`src/rtl/cpu_int_pkg.sv`:
```
// Shared definitions for the interrupt sequencer: FSM encoding, default vector map
// and the handler-address helper.
package cpu_int_pkg;

  localparam int          N_IRQ_DEF      = 4;
  localparam logic [31:0] VEC_BASE_DEF   = 32'h0000_0100;
  localparam logic [31:0] VEC_STRIDE_DEF = 32'h0000_0010;

  typedef enum logic [1:0] {
    ST_RUN   = 2'd0,
    ST_ENTER = 2'd1,
    ST_SERVE = 2'd2
  } int_state_e;

  // Handler address; the 32-bit result wraps on overflow.
  function automatic logic [31:0] vector_addr(input logic [31:0] base,
                                              input logic [31:0] stride,
                                              input logic [31:0] idx);
    logic [31:0] prod;
    prod = idx * stride;
    return base + prod;
  endfunction

endpackage

```
`src/rtl/irq_prio_enc.sv`:
```
// Rising-edge capture of interrupt requests into a pending register, plus a
// fixed-priority encoder (index 0 wins).
module irq_prio_enc #(
  parameter int N_IRQ = 4,
  parameter int SEL_W = 2
) (
  input  logic             clk,
  input  logic             rst_n,
  input  logic [N_IRQ-1:0] irq,
  input  logic [N_IRQ-1:0] clr_onehot,
  output logic             any_pending,
  output logic [SEL_W-1:0] sel
);

  logic [N_IRQ-1:0] irq_q;
  logic [N_IRQ-1:0] pending_q;
  logic [N_IRQ-1:0] pending_d;
  logic [N_IRQ-1:0] rise;

  assign rise = irq & ~irq_q;
  // Set wins over clear so an edge arriving with the acknowledge is not lost.
  assign pending_d = (pending_q & ~clr_onehot) | rise;

  always_ff @(posedge clk or negedge rst_n) begin
    if (!rst_n) begin
      irq_q     <= '0;
      pending_q <= '0;
    end else begin
      irq_q     <= irq;
      pending_q <= pending_d;
    end
  end

  always_comb begin
    sel = '0;
    for (int i = N_IRQ - 1; i >= 0; i--) begin
      if (pending_q[i]) sel = SEL_W'(i);
    end
  end

  assign any_pending = |pending_q;

endmodule

```
`src/rtl/pc_int_sequencer.sv`:
```
// PC write sequencer: passes the datapath next-PC through, redirects to a handler
// vector at instruction boundaries, and restores from EPC on ERET.
module pc_int_sequencer
  import cpu_int_pkg::*;
#(
  parameter int          N_IRQ      = N_IRQ_DEF,
  parameter logic [31:0] VEC_BASE   = VEC_BASE_DEF,
  parameter logic [31:0] VEC_STRIDE = VEC_STRIDE_DEF,
  parameter int          SEL_W      = (N_IRQ > 1) ? $clog2(N_IRQ) : 1
) (
  input  logic             clk,
  input  logic             rst_n,
  input  logic [N_IRQ-1:0] irq,
  input  logic             int_en,
  input  logic             inst_done,
  input  logic             eret,
  input  logic             pc_we_in,
  input  logic [31:0]      pc_seq_next,
  output logic             pc_ce,
  output logic [31:0]      pc_next,
  output logic [31:0]      epc,
  output logic             int_active,
  output logic [SEL_W-1:0] int_cause,
  output logic [N_IRQ-1:0] int_ack,
  output logic             stall,
  output int_state_e       fsm_state
);

  int_state_e       state_q;
  logic [SEL_W-1:0] sel_q;
  logic [31:0]      epc_q;
  logic [SEL_W-1:0] int_cause_q;
  logic             int_active_q;
  logic             any_pending;
  logic [SEL_W-1:0] sel;

  irq_prio_enc #(
    .N_IRQ (N_IRQ),
    .SEL_W (SEL_W)
  ) u_prio (
    .clk         (clk),
    .rst_n       (rst_n),
    .irq         (irq),
    .clr_onehot  (int_ack),
    .any_pending (any_pending),
    .sel         (sel)
  );

  always_ff @(posedge clk or negedge rst_n) begin
    if (!rst_n) begin
      state_q      <= ST_RUN;
      sel_q        <= '0;
      epc_q        <= '0;
      int_cause_q  <= '0;
      int_active_q <= 1'b0;
    end else begin
      case (state_q)
        ST_RUN: begin
          if (inst_done && int_en && any_pending) begin
            epc_q   <= pc_seq_next;
            sel_q   <= sel;
            state_q <= ST_ENTER;
          end
        end
        ST_ENTER: begin
          int_cause_q  <= sel_q;
          int_active_q <= 1'b1;
          state_q      <= ST_SERVE;
        end
        ST_SERVE: begin
          // No nesting: pending requests wait until we are back in RUN.
          if (inst_done && eret) begin
            int_active_q <= 1'b0;
            state_q      <= ST_RUN;
          end
        end
        default: state_q <= ST_RUN;
      endcase
    end
  end

  // Combinational PC control; forced low while reset is asserted.
  always_comb begin
    pc_ce   = pc_we_in;
    pc_next = pc_seq_next;
    stall   = 1'b0;
    int_ack = '0;
    case (state_q)
      ST_ENTER: begin
        pc_ce   = 1'b1;
        pc_next = vector_addr(VEC_BASE, VEC_STRIDE, 32'(sel_q));
        stall   = 1'b1;
        for (int i = 0; i < N_IRQ; i++) int_ack[i] = (sel_q == SEL_W'(i));
      end
      ST_SERVE: begin
        if (inst_done && eret) begin
          pc_ce   = 1'b1;
          pc_next = epc_q;
        end
      end
      default: ;
    endcase
    if (!rst_n) begin
      pc_ce   = 1'b0;
      pc_next = '0;
      stall   = 1'b0;
      int_ack = '0;
    end
  end

  assign epc        = epc_q;
  assign int_active = int_active_q;
  assign int_cause  = int_cause_q;
  assign fsm_state  = state_q;

endmodule

```
`config.mk`:
```
export PLATFORM = sky130hd
export DESIGN_NAME = pc_int_sequencer
export DESIGN_NICKNAME = d
export VERILOG_FILES = /design/src/rtl/cpu_int_pkg.sv /design/src/rtl/irq_prio_enc.sv /design/src/rtl/pc_int_sequencer.sv
export SDC_FILE = /design/constraint.sdc
export NUM_CORES = 1
export LEC_CHECK = 0
export BUFFER_PORTS_ARGS = -buffer_cell sky130_fd_sc_hd__buf_2
export CAP_MARGIN = 0
export CELL_PAD_IN_SITES_DETAIL_PLACEMENT = 1
export CELL_PAD_IN_SITES_GLOBAL_PLACEMENT = 1
export CORE_AREA = 3 3 104 76
export DETAILED_ROUTE_END_ITERATION = 6
export DIE_AREA = 0 0 107 79
export PLACE_DENSITY = 0.85
export SLEW_MARGIN = 20
export SYNTH_ARGS = -nofsm -noshare
export SYNTH_HDL_FRONTEND = slang
export SYNTH_SLANG_ARGS = --single-unit
```
`constraint.sdc`:
```
create_clock -name clk -period 2.7 [get_ports clk]
set_clock_uncertainty 0.15 [all_clocks]
set_input_delay 0.135 -clock clk [delete_from_list [all_inputs] [get_ports clk]]
set_output_delay 0.135 -clock clk [all_outputs]
set_load 0.03 [all_outputs]
```
==> metrics <==
cell taking the most area after synthesis=dfrtp_1; Routed WL=8830 um; Worst Hold Depth=3; NetSw=2.22 mW; nets=449; P_int=2.28 mW; largest cells by area after synthesis=dfrtp_1, mux2_4, o21ai_0; slew margin rel.=0.648; Die W=107 um; Synth Area in Compound Gates=0.203; Startpoint Class=flip-flop; CTS buffer count=5; Max-Cap Viols=0; Final setup viols=0; Slew Viols, Final=0; Synth Net Count=296; Bufs on Longest Clock Path=2; io pins=117; filler instances=803; number of synthesized register bits=47; DR iter-0 viols=91; Skew-Pair Late Insertion Delay=300 ps; Reg2Reg Depth=6; Setup Fix Bufs, Post-CTS=0; Die ar.=8450 um^2; hold slack=78.1 ps; Hold Path Class=in -> reg; DRC Markers=0; dpl hpwl=5920 um; Post-Synth Adder-Cell Area=0.0236; combinational share of power=0.591; Synth Area per Inst=10.6 um^2; pre-CTS WS=608 ps; final period utilization=0.920; kind of critical path=reg -> out; worst flop-to-flop path startpoint=fsm_state[1]$_DFFE_PN0P_; critical path capture point type=output port; Via Count=2520; Post-synth EDFFs=0; Area Growth Syn to Fin=44.1%; Worst EP arrival=2200 ps; Hold Path Origin=int_en; ys async rst share=1.00; status=finished, final reports clean; first-pass GRT wire length=14300 um; # diodes=0; R2R Setup Slk=640 ps; grt ovf=0; leak pwr=1.86 nW; fin crit period=2480 ps; Syn. warnings=0; share of cells above drive strength 1=0.428; Initial DRT Pass Iterations=4; xor/xnor share of the synthesized area=0; worst IR drop on VDD=479 uV; sw frac=0.493; commonest non-fill, non-tap cell in the layout=buf_2; H-tree depth=2; reg2reg end=epc[3]$_DFFE_PN0P_; synthesized area=2650 um^2; drt via density=5.08; # rows=25; drt wl/cell=17.8 um; RSZ-0062 raised after global routing=no; clock power share=0.112; sequential area share after synthesis=0.444; Worst EP required=2410 ps; Synth Area in Simple Gates=0.0846; min setup slack post-route=215 ps; mux cell area share after synthesis=0.190; Gate Count Post-Synth=249; CTS clk-pin slew, worst paths=90 ps; CTS tree=built; top-area cell type share of the netlist area=0.444; Hold Crit Endpoint=sel_q[1]$_DFFE_PN0P_; initial antenna violation count=0; Buffers on Ports=116; remaining antenna violation count=0; fmax=402 MHz; Worst-Margin Slew=528 ps; commonest cells after routing, fill and taps aside=buf_2, dfrtp_1, dlygate4sd3_1; Initial Util=0.386; area of the core=6850 um^2; largest net degree at the start of global routing=45; CTS Root Cell=clkbuf_8; Top FF cell, synth=dfrtp_1; total track usage=0.215; footprint of the multi-input gates=1330 um^2; chip height=79 um; largest family of logic cells by synthesized area=compound AO/OA/AOI/OAI gates; Cell variety after synth=28; final hold vios=0; worst-path fanout max=14; Final Wtd Congestion=0.785; Power Density=1180 nW/um^2; Clock Sinks=47; vias in the first global route=2685; total negative setup slack=0 ps; Flop pwr share=0.297; Reg area=1180 um^2
-- power by group through the flow --
stage                     registers [mW]  logic, mW  clock network [mW]
final                               1.33       2.65               0.503
after global routing                1.39       2.84               0.547
after CTS                           1.33       2.65               0.519
after detailed placement            1.33       2.60                   0
after global placement              1.32       2.55                   0
after floorplan                     1.83       1.28                   0
-- how the worst max path moves through the flow --
stage	startpoint	to	slack, ps	cells after the start
2_1_floorplan	fsm_state[0]$_DFFE_PN0P_	pc_next[22]	120	7
3_3_place_gp	fsm_state[0]$_DFFE_PN0P_	pc_next[31]	720	7
3_5_place_dp	fsm_state[1]$_DFFE_PN0P_	pc_next[14]	610	7
4_1_cts	fsm_state[1]$_DFFE_PN0P_	pc_next[3]	250	7
5_1_grt	fsm_state[0]$_DFFE_PN0P_	pc_next[23]	90	7
6_report	fsm_state[1]$_DFFE_PN0P_	pc_next[14]	220	7
-- area by class of cell --
| cell class | count | share of cell area |
|---|---|---|
| repair buffers | 163 | 0.272 |
| multi-input cells | 172 | 0.348 |
| flip-flops and latches | 47 | 0.308 |
| well taps | 94 | 0.0308 |
| clock buffers | 5 | 0.0180 |
| clock inverters | 2 | 0.00984 |
| inverters | 13 | 0.0128 |
-- Yosys cell counts, drive strengths merged (2+ instances only) --
master   n
buf      6
o21ai   35
nand2   36
o22a     3
o22ai    6
clkbuf  11
mux2    35
nand3    2
nor3     3
inv     13
dfrtp   47
ha       5
a21oi    4
a32oi    2
a21boi  32
nor2     4
-- state kept, by name (all words and copies together), names as in the netlist --
register,flops
u_prio.pending_q,4
u_prio.irq_q,4
int_cause,2
sel_q,2
epc,32
int_active,1
fsm_state,2
-- cell families after synthesis --
logic type	Yosys count
AO/OA/AOI/OAI	84
flip-flops	47
AND/OR/NAND/NOR	48
buffers and inverters	30
adder cells (fa/ha/maj)	5
multiplexers	35
-- per-stage QoR --
stage	instances	util	power (mW)	cell area [um^2]
after floorplan	249	-	3.12	2650
after global placement	452	0.487	3.86	3340
after detailed placement	452	0.487	3.93	3340
after CTS	496	0.557	4.49	3810
after global routing	496	0.557	4.77	3810
final	496	0.557	4.49	3810
-- critical path: stages (launching register included) --
cell and delay (ps):
dfrtp_1 440, inv_1 120, ha_1 360, and4_1 230, buf_4 220, nand2_1 100, a21boi_0 180, buf_2 240
-- routing by layer --
metal | vias to the layer above | global-route usage | routed length [um]
met5 | - | 0 | 0
met4 | 0 | 0.0651 | 159
met3 | 14 | 0.0414 | 486
met2 | 87 | 0.384 | 4300
met1 | 1240 | 0.264 | 3880
li1 | 1179 | - | -
-- timing repair --
action / 4_1_cts / 5_1_grt
hold buffers: 37 / 0
resized for setup: 0 / 0
hold endpoints to repair: 54 / 0
No activity file was read; power rests on OpenSTA's default activity.
